--- config.mk ---
export PLATFORM = sky130hd
export DESIGN_NAME = uart_tx_word_arbiter
export DESIGN_NICKNAME = d
export VERILOG_FILES = /design/src/rtl/uart_tx_word_arbiter.sv
export SDC_FILE = /design/constraint.sdc
export NUM_CORES = 1
export LEC_CHECK = 0
export ABC_AREA = 1
export CAP_MARGIN = 0
export CELL_PAD_IN_SITES_DETAIL_PLACEMENT = 0
export CELL_PAD_IN_SITES_GLOBAL_PLACEMENT = 2
export CORE_ASPECT_RATIO = 0.9
export CORE_MARGIN = 2
export CORE_UTILIZATION = 25
export DETAILED_ROUTE_END_ITERATION = 10
export GPL_ROUTABILITY_DRIVEN = 0
export PLACE_DENSITY = 0.94
export SLEW_MARGIN = 20
export SYNTH_ARGS = -nofsm -noshare
export SYNTH_HDL_FRONTEND = slang
export SYNTH_SLANG_ARGS = --single-unit
export TNS_END_PERCENT = 5
--- constraint.sdc ---
create_clock -name clk -period 3.3 [get_ports clk]
set_input_delay 0.66 -clock clk [delete_from_list [all_inputs] [get_ports clk]]
set_output_delay 0.66 -clock clk [all_outputs]
set_load 0.1 [all_outputs]
--- src/rtl/uart_tx_word_arbiter.sv ---
// Round-robin arbiter that lets N_REQ requesters share one UART transmitter.
// The granted word is sent LSB byte first, one byte per uart_top start/done handshake.
module uart_tx_word_arbiter #(
    parameter int N_REQ   = 2,
    parameter int NB_WORD = 32,
    parameter int NB_DATA = 8
) (
    input  logic                     clk,
    input  logic                     i_rst_n,
    input  logic [N_REQ-1:0]         i_req,
    input  logic [N_REQ*NB_WORD-1:0] i_word,
    output logic [N_REQ-1:0]         o_gnt,
    output logic [N_REQ-1:0]         o_done,
    output logic                     o_busy,
    output logic                     o_tx_start,
    output logic [NB_DATA-1:0]       o_wdata,
    input  logic                     i_tx_full,
    input  logic                     i_tx_done
);
    localparam int NB_BYTES = NB_WORD / NB_DATA;
    localparam int IDX_W    = (NB_BYTES > 1) ? $clog2(NB_BYTES) : 1;
    localparam int PTR_W    = $clog2(N_REQ);
    localparam logic [IDX_W-1:0] LAST_IDX = IDX_W'(NB_BYTES - 1);
    localparam logic [PTR_W-1:0] PTR_RST  = PTR_W'(N_REQ - 1);

    typedef enum logic [1:0] {IDLE, SEND, WAIT, DONE} state_t;

    state_t             state_q, state_d;
    logic [PTR_W-1:0]   rr_ptr_q;
    logic [PTR_W-1:0]   winner;
    logic [IDX_W-1:0]   idx_q;
    logic [NB_WORD-1:0] word_q;
    logic [N_REQ-1:0]   gnt_q;

    // First requesting index above the last winner, wrapping; scanning downward
    // and overwriting leaves the nearest candidate as the final value.
    always_comb begin
        // NOTE: assigning a default before any conditional write keeps this block
        // purely combinational; omitting it would infer a latch.
        winner = rr_ptr_q;
        for (int i = N_REQ; i >= 1; i--) begin
            if (i_req[(int'(rr_ptr_q) + i) % N_REQ]) begin
                winner = PTR_W'((int'(rr_ptr_q) + i) % N_REQ);
            end
        end
    end

    always_comb begin
        state_d = state_q;
        case (state_q)
            IDLE:    if (|i_req) state_d = SEND;
            SEND:    if (!i_tx_full) state_d = WAIT;
            WAIT:    if (i_tx_done) state_d = (idx_q == LAST_IDX) ? DONE : SEND;
            DONE:    state_d = IDLE;
            default: state_d = IDLE;
        endcase
    end

    always_ff @(posedge clk or negedge i_rst_n) begin
        if (!i_rst_n) begin
            // NOTE: non-blocking assignments here so every register samples the
            // pre-edge values of the others, independent of statement order.
            state_q  <= IDLE;
            rr_ptr_q <= PTR_RST;
            idx_q    <= '0;
            // NOTE: the latched word is a plain register, so it is reset too;
            // o_wdata is read straight from it and must be 0 during reset.
            word_q   <= '0;
            gnt_q    <= '0;
        end else begin
            state_q <= state_d;
            case (state_q)
                IDLE: begin
                    if (|i_req) begin
                        word_q   <= i_word[int'(winner)*NB_WORD +: NB_WORD];
                        gnt_q    <= N_REQ'(1) << winner;
                        rr_ptr_q <= winner;
                        idx_q    <= '0;
                    end
                end
                WAIT: begin
                    if (i_tx_done && (idx_q != LAST_IDX)) idx_q <= idx_q + 1'b1;
                end
                DONE:    gnt_q <= '0;
                default: ;
            endcase
        end
    end

    // Start is decoded from state so it can only be high for a single SEND cycle.
    assign o_gnt      = gnt_q;
    assign o_busy     = (state_q != IDLE);
    assign o_tx_start = (state_q == SEND) && !i_tx_full;
    assign o_done     = (state_q == DONE) ? gnt_q : '0;
    assign o_wdata    = word_q[int'(idx_q)*NB_DATA +: NB_DATA];

endmodule

* Word-level counts from Yosys, hierarchy flattened *
Cells that the tools add are included.

storage, ports and cells
  register bits after elaboration = 39
  latch bits = 0
  memory bits (writable) = 0
  ROM bits = 0
  input port bits = 70
  output and inout port bits = 14
  logic and storage cells = 55
  memories kept = 0

cells by class
  add/sub/neg operators = 3
  multiply operators = 0
  div/mod/pow operators = 0
  magnitude comparators = 2
  eq/ne operators = 9
  shift operators = 3
  mux-type cells = 19
  bitwise gates (word level) = 2
  reduce and logical (&&, ||, !) cells = 12

operator list
  kind                                                                          count
  64-bit by 7-bit variable part select with 32-bit output                       1
  32-bit by 6-bit variable part select with 8-bit output                        1
  2-bit 2-to-1 mux                                                              8
  2-bit inequality test, second input constant                                  5
  1-bit 2-to-1 mux                                                              8
  2-bit case mux with 2 select lines                                            2
  2-bit case mux with 4 select lines                                            1
  2-bit == test, second input constant                                          3
  2-bit by 3-bit less-than comparator with 1-bit output, second input constant  2
  3-bit AND reduction                                                           2
  2-bit nonzero test                                                            3
  2-bit AND reduction                                                           2
  1-bit adder, second input constant                                            2
  2-bit by 1-bit adder with 2-bit output, second input constant                 1
  1-bit AND, first input constant                                               2
  2-bit by 1-bit == test with 1-bit output, second input constant               1
  1-bit logical AND                                                             2
  2-bit zero test                                                               1
  2-bit OR reduction                                                            1
  1-bit by 1-bit << shifter with 2-bit output, first input constant             1
  1-bit zero test                                                               1

* Logic depth before layout (Yosys ltp) *
Gate-level depths: netlist of the first run.

  depth after elaboration = 10
  gate-level depth with buffers = 7
  mapped depth without buffers = 6

* Least setup slack after synthesis of the first run *
No wires, ideal clock.

  path kind = register to output
  start = reg idx_q[0]
  end = out o_wdata[6]
  arrival time = 2.347 ns
  data required time = 2.640 ns
  slack = 0.293 ns
  stages on the path, launching flop included = 6
  path buffers = 2
  cells stage by stage = dfrtp_1 -> buf_2 -> inv_1 -> buf_4 -> o21ai_0 -> o22ai_1

on the way
  cells in the longest elaborated chain, start to end = 1

ends and longest elaborated chain
  what                                                    RTL line  RTL
  start, declared                                         31        logic [IDX_W-1:0] idx_q;
  start signal, assigned                                  82        if (i_tx_done && (idx_q != LAST_IDX)) idx_q <= idx_q + 1'b1;
  32-bit by 6-bit variable part select with 8-bit output  95        assign o_wdata = word_q[int'(idx_q)*NB_DATA +: NB_DATA];
  end, declared                                           16        output logic [NB_DATA-1:0] o_wdata,

Every way passes these cells.

* Worst setup path in the final report of the first run *
  start = reg idx_q[0]
  end = out o_wdata[1]

Same word-level chain as after synthesis.

==> results of run 1 <==
## worst register-to-register path: stages (launching register included)
cell     delay (ns)
dfstp_2        0.54
inv_1          0.06
nand2_1        0.44
buf_4          0.33
nand3_1        0.12
nand2_1        0.08
nand2_1        0.04
nand2_1        0.07
## report_power, final
part | leakage (nW) | total (mW) | switching [mW] | internal [mW]
registers | 0.484 | 0.865 | 0.152 | 0.713
logic | 1.14 | 2.28 | 1.71 | 0.576
clock network | 0.0422 | 0.309 | 0.161 | 0.148
total | 1.67 | 3.46 | 2.02 | 1.44
## cell usage after synthesis, drive strengths merged
cell type	n	share of area
ha	1	0.0053
nand2	147	0.23
nor2	23	0.038
o22ai	8	0.021
buf	22	0.065
o21ai	21	0.046
inv	14	0.022
dfrtp	38	0.40
clkbuf	1	0.0016
nand3	70	0.15
dfstp	1	0.011
## cells by family (layout without fill, tap and decap cells)
logic type	after synthesis	count (layout)	synth area share
AOI/OAI and AO/OA	29	29	0.0677
adders and majority gates	1	1	0.00533
buffers and inverters	37	112	0.0890
DFF	39	39	0.416
and+or+nand+nor	240	240	0.422
## worst min path at each step
stage,slack (ns),from,to,cells after the start
2_1_floorplan,0.36,i_rst_n,idx_q[0],0
3_3_place_gp,0.46,word_q[10],word_q[10],2
3_5_place_dp,0.46,word_q[14],word_q[14],2
4_1_cts,0.48,word_q[19],word_q[19],2
5_1_grt,0.51,word_q[13],word_q[13],2
6_report,0.48,i_rst_n,word_q[27],1
## final cells by class
cell class,count,share of cell area
Multi-Input combinational cell,270,0.356
Sequential cell,39,0.299
Timing Repair Buffer,90,0.258
Tap cell,122,0.0467
Clock buffer,7,0.0233
Inverter,14,0.0161
Clock inverter,1,0.00153
## metal layers
metal  wire (um)  up-vias  share of wire
met5           0        -              0
met4          70        0         0.0098
met3         290        7          0.041
met2        3510       37           0.49
met1        3280     1116           0.46
li1            -     1265              -
## state kept, by name, summed over array words and instances, names as in the netlist
register	cells
rr_ptr_q	1
o_gnt	2
word_q	32
idx_q	2
state_q	2
## through the flow
step	instances	area (um2)	total power, mW	hold WS (ns)
finish	543	3270	3.46	0.475
global route	543	3270	3.74	0.506
CTS	543	3270	3.50	0.483
detailed placement	535	3190	3.17	0.463
global placement	535	3190	3.15	0.461
floorplan	346	2350	2.67	0.364
==> reports/metrics.cfg, run 1 <==
[run]
maxCapViolCount = 0

[drt]
vias = 2425
drc = 0
ant_nets = 0
wl_per_cell_um = 13.2
viasPerCell = 4.47
drt_iter0_markers = 152
wirelength_mm = 7.16
drtPass1Iterations = 4

[grt]
grt_pass1_vias = 2490
grtUsageMet3 = 0.0366
antenna_found_initial = 0
track_usage = 0.148
use_met1 = 0.184
grt_max_degree = 40
overflow = 0
grt_use_met2 = 0.260
grt_first_pass_wirelength_mm = 11.9
top_usage_layer = met2

[worst_setup_path]
cp_slowest_stage_delay_ns = 0.36
path_cells = buf_4, inv_1, o21ai_0, o22ai_1, buf_4
r2r_start = rr_ptr_q
critPathMaxFanout = 19
crit_end = o_wdata[1]
r2r_cells = 7
end_kind = output pin
cp-start-kind = flop
ff2ff_setup_slack_ns = 1.56
r2r-end = word_q[24]
crit_type = flop to output pin
critical_path_depth = 5
required_ns = 2.64
crit_top_cell = buf_4
arrival_ns = 1.91
cp_slowest_cell = dfrtp_1
path_buf_inv = 3
cpLargestDelayFamily = buffers and inverters
crit_start = idx_q[0]

[cells_and_area]
mostFrequentLayoutCell = nand2_1
diodes = 0
final_cell_mix = nand2_1, nand3_1, clkdlybuf4s50_1, dfrtp_1, nor2_1
area.sequential_um2 = 977
finalCoreUtilization = 0.358
nFillCells = 1008
multi_input_area_mm2 = 0.00116
area_growth_pct = 39.2
nets = 491
drive_gt1_frac = 0.0784

[pwr]
p_leak_nw = 1.67
irDropWorstVdd_mv = 0.945
cellPowerDensity_mw_per_mm2 = 1060

[sta]
max_slew.worst_pin.slew_ns = 0.877
period_share = 0.780
finalWorstSetupSlack_ns = 0.727
setup_viol_count_final = 0
skew_ns = 0.00713
fin_crit_ns = 2.57
setup-tns-final_ns = 0
timing.fmax_ghz = 0.389
max_slew_margin = 0.416
slew_viol_final = 0
rsz0062_at_grt = no
finalHoldViolations = 0

[status]
status = complete, no violations

[floorplan]
die_area_mm2 = 0.0102
initial_core_util = 0.257
die_w_um = 106
ios = 84
die_y_um = 96.0
core_mm2 = 0.00913
row_count = 33

[clocking]
cts_resized = 0
cts_hold_buf = 0
htreeDepth = 2
cts.sinks = 39
clkLatencyLatePin_ns = 0.29
cts_buffers = 5
clk_pin_slew_ns = 0.07
cts_tree = built
cts_root_buf = clkbuf_8
post_cts_buffers = 0
cts_max_path_buffers = 2

[logic_synthesis]
avgSynthCellArea_um2 = 6.79
synthCells = 346
netlist_area_mm2 = 0.00235
yosysSeqAreaShare = 0.416
ys_ff_latch = 39
ys_types = 17
ys.warnings.count = 0
synth_nets = 417

[placement]
dp_hpwl_mm = 5.28
dp_slack_ns = 0.850
io_buffers = 83

[min_path]
hold_path_class = input port to async pin

(Power assumes the default switching activity.)
==> run 2: changes to the inputs <==
CORE_UTILIZATION = 23   (was 25)
PLACE_DENSITY = 0.88   (was 0.94)
clock period = 2.52 ns   (was 3.3 ns; I/O delays follow)
==> reports/metrics.cfg, run 2 (synthesized netlist as in run 1, its figures left out) <==
[sta]
finalWorstSetupSlack_ns = 0.299  ; -0.429 ns
skew_ns = 0.00455  ; -0.00258 ns
slew_viol_final = 0  ; unchanged
setup_viol_count_final = 0  ; unchanged
max_slew_margin = 0.414  ; -0.00163
whs_ns = 0.342  ; -0.133 ns
finalHoldViolations = 0  ; unchanged
period_share = 0.881
timing.fmax_ghz = 0.450
max_slew.worst_pin.slew_ns = 0.879  ; +0.00245 ns
rsz0062_at_grt = no
fin_crit_ns = 2.22

[worst_setup_path]
crit_end = o_wdata[1]
critPathMaxFanout = 17  ; -2
r2r_start = state_q[0]
arrival_ns = 1.72  ; -0.19 ns
required_ns = 2.02  ; -0.62 ns
cp-start-kind = flop
end_kind = output pin
ff2ff_setup_slack_ns = 1.05  ; -0.51 ns
r2r_cells = 5  ; -2
crit_start = idx_q[0]
r2r-end = rr_ptr_q
crit_type = flop to output pin

[floorplan]
die_area_mm2 = 0.0110  ; +8.3%
row_count = 34  ; +3.0%
die_y_um = 99.9  ; +4.1%
core_mm2 = 0.00978  ; +7.2%
ios = 84  ; unchanged
die_w_um = 111  ; +4.1%
initial_core_util = 0.240  ; -0.0173

[grt]
grt_first_pass_wirelength_mm = 12.2  ; +3.3%
grt_pass1_vias = 2607  ; +4.7%
grt_max_degree = 40  ; unchanged
track_usage = 0.135  ; -0.0124
overflow = 0  ; unchanged
antenna_found_initial = 0  ; unchanged

[pwr]
p_leak_nw = 1.75  ; +4.7%
cellPowerDensity_mw_per_mm2 = 1490  ; +41%
swShare = 0.530  ; -0.0545
power_frac_seq = 0.218  ; -0.032
pwr-share-clk = 0.119  ; +0.030
internal_power_mw = 2.43  ; +69%
switching_power_mw = 2.74  ; +36%
power_frac_comb = 0.662  ; +0.002
irDropWorstVdd_mv = 1.69  ; +78%

[placement]
dp_hpwl_mm = 5.30  ; +0.36%
io_buffers = 83  ; unchanged
dp.cells = 541  ; +1.1%
dp_slack_ns = 0.585  ; -0.265 ns
postPlaceCellArea_mm2 = 0.00333  ; +4.4%

[clocking]
cts_resized = 0  ; unchanged
clk_pin_slew_ns = 0.06  ; about the same
cts_root_buf = clkbuf_16
htreeDepth = 2  ; unchanged
cts_max_path_buffers = 2  ; unchanged
cts_buffers = 5  ; unchanged
clkLatencyLatePin_ns = 0.28  ; about the same
cts.sinks = 39  ; unchanged
post_cts_buffers = 0  ; unchanged
cts_tree = built
cts_hold_buf = 0  ; unchanged

[cells_and_area]
drive_gt1_frac = 0.0877  ; +0.00929
largest_register_ffs = 32  ; unchanged
mostFrequentLayoutCell = nand2_1
nets = 493  ; +0.41%
area_growth_pct = 47.8
top_register = word_q
final_cell_mix = nand2_1, nand3_1, clkdlybuf4s50_1, dfrtp_1, nor2_1
layout.cells.non_filler = 548  ; +0.92%
diodes = 0  ; unchanged
final_area_mm2 = 0.00347  ; +6.2%

[min_path]
hold_path_class = input port to async pin

[drt]
drtPass1Iterations = 4  ; unchanged
drt_iter0_markers = 66  ; -57%
drc = 0  ; unchanged
ant_nets = 0  ; unchanged
viasPerCell = 4.53  ; +1.3%
vias = 2480  ; +2.3%
wl_per_cell_um = 13.1  ; -0.98%
wirelength_mm = 7.15  ; about the same

[run]
maxCapViolCount = 0  ; unchanged

[status]
status = complete, no violations

==> run 2: changes by cell type in the layout (fill, tap and decap cells not counted), sizes merged <==
cell,delta
clkbuf,-1
buf,+2
==> run 2: per-stage QoR <==
| step | total power, mW | utilization | TNS [ns] |
|---|---|---|---|
| floorplan | 3.48 | - | -2.44 |
| global placement | 4.58 | 0.340 | 0 |
| detailed placement | 4.60 | 0.340 | 0 |
| CTS | 5.24 | 0.355 | 0 |
| global route | 5.54 | 0.355 | 0 |
| finish | 5.18 | 0.355 | 0 |
==> run 2: cell type report <==
class,count,area [um2]
clock buffer,6,139
clock inverter,1,5.00
fill,1060,6310
inverter,14,52.6
multi-input combinational,270,1170
sequential,39,977
tap,126,158
timing repair buffer,92,971
==> run 2: worst max-delay path, stage by stage (launching register included) <==
cell     delay [ns]
dfrtp_1        0.37
inv_1          0.36
o21ai_0        0.19
o22ai_1        0.30
buf_12         0.22
==> run 2: power groups by stage <==
stage / clock (mW) / combinational [mW] / sequential (mW)
floorplan: 0 / 2.31 / 1.17
global placement: 0 / 3.44 / 1.14
detailed placement: 0 / 3.46 / 1.14
CTS: 0.633 / 3.47 / 1.13
global route: 0.652 / 3.72 / 1.17
finish: 0.619 / 3.43 / 1.13
==> run 2: how the worst min path moves through the flow <==
stage	to	depth (start not counted)	startpoint	slack [ns]
floorplan	idx_q[0]	0	i_rst_n	0.21
global placement	word_q[10]	2	word_q[10]	0.46
detailed placement	word_q[22]	2	word_q[22]	0.47
CTS	word_q[26]	1	i_rst_n	0.38
global route	word_q[26]	1	i_rst_n	0.43
finish	word_q[28]	1	i_rst_n	0.34
==> run 2: layer usage <==
layer | GRT usage | wire length [um] | vias up
met1 | 0.167 | 3360 | 1155
met5 | 0 | 0 | -
met3 | 0.0447 | 409 | 7
li1 | - | - | 1271
met4 | 0.0375 | 80 | 0
met2 | 0.229 | 3310 | 47
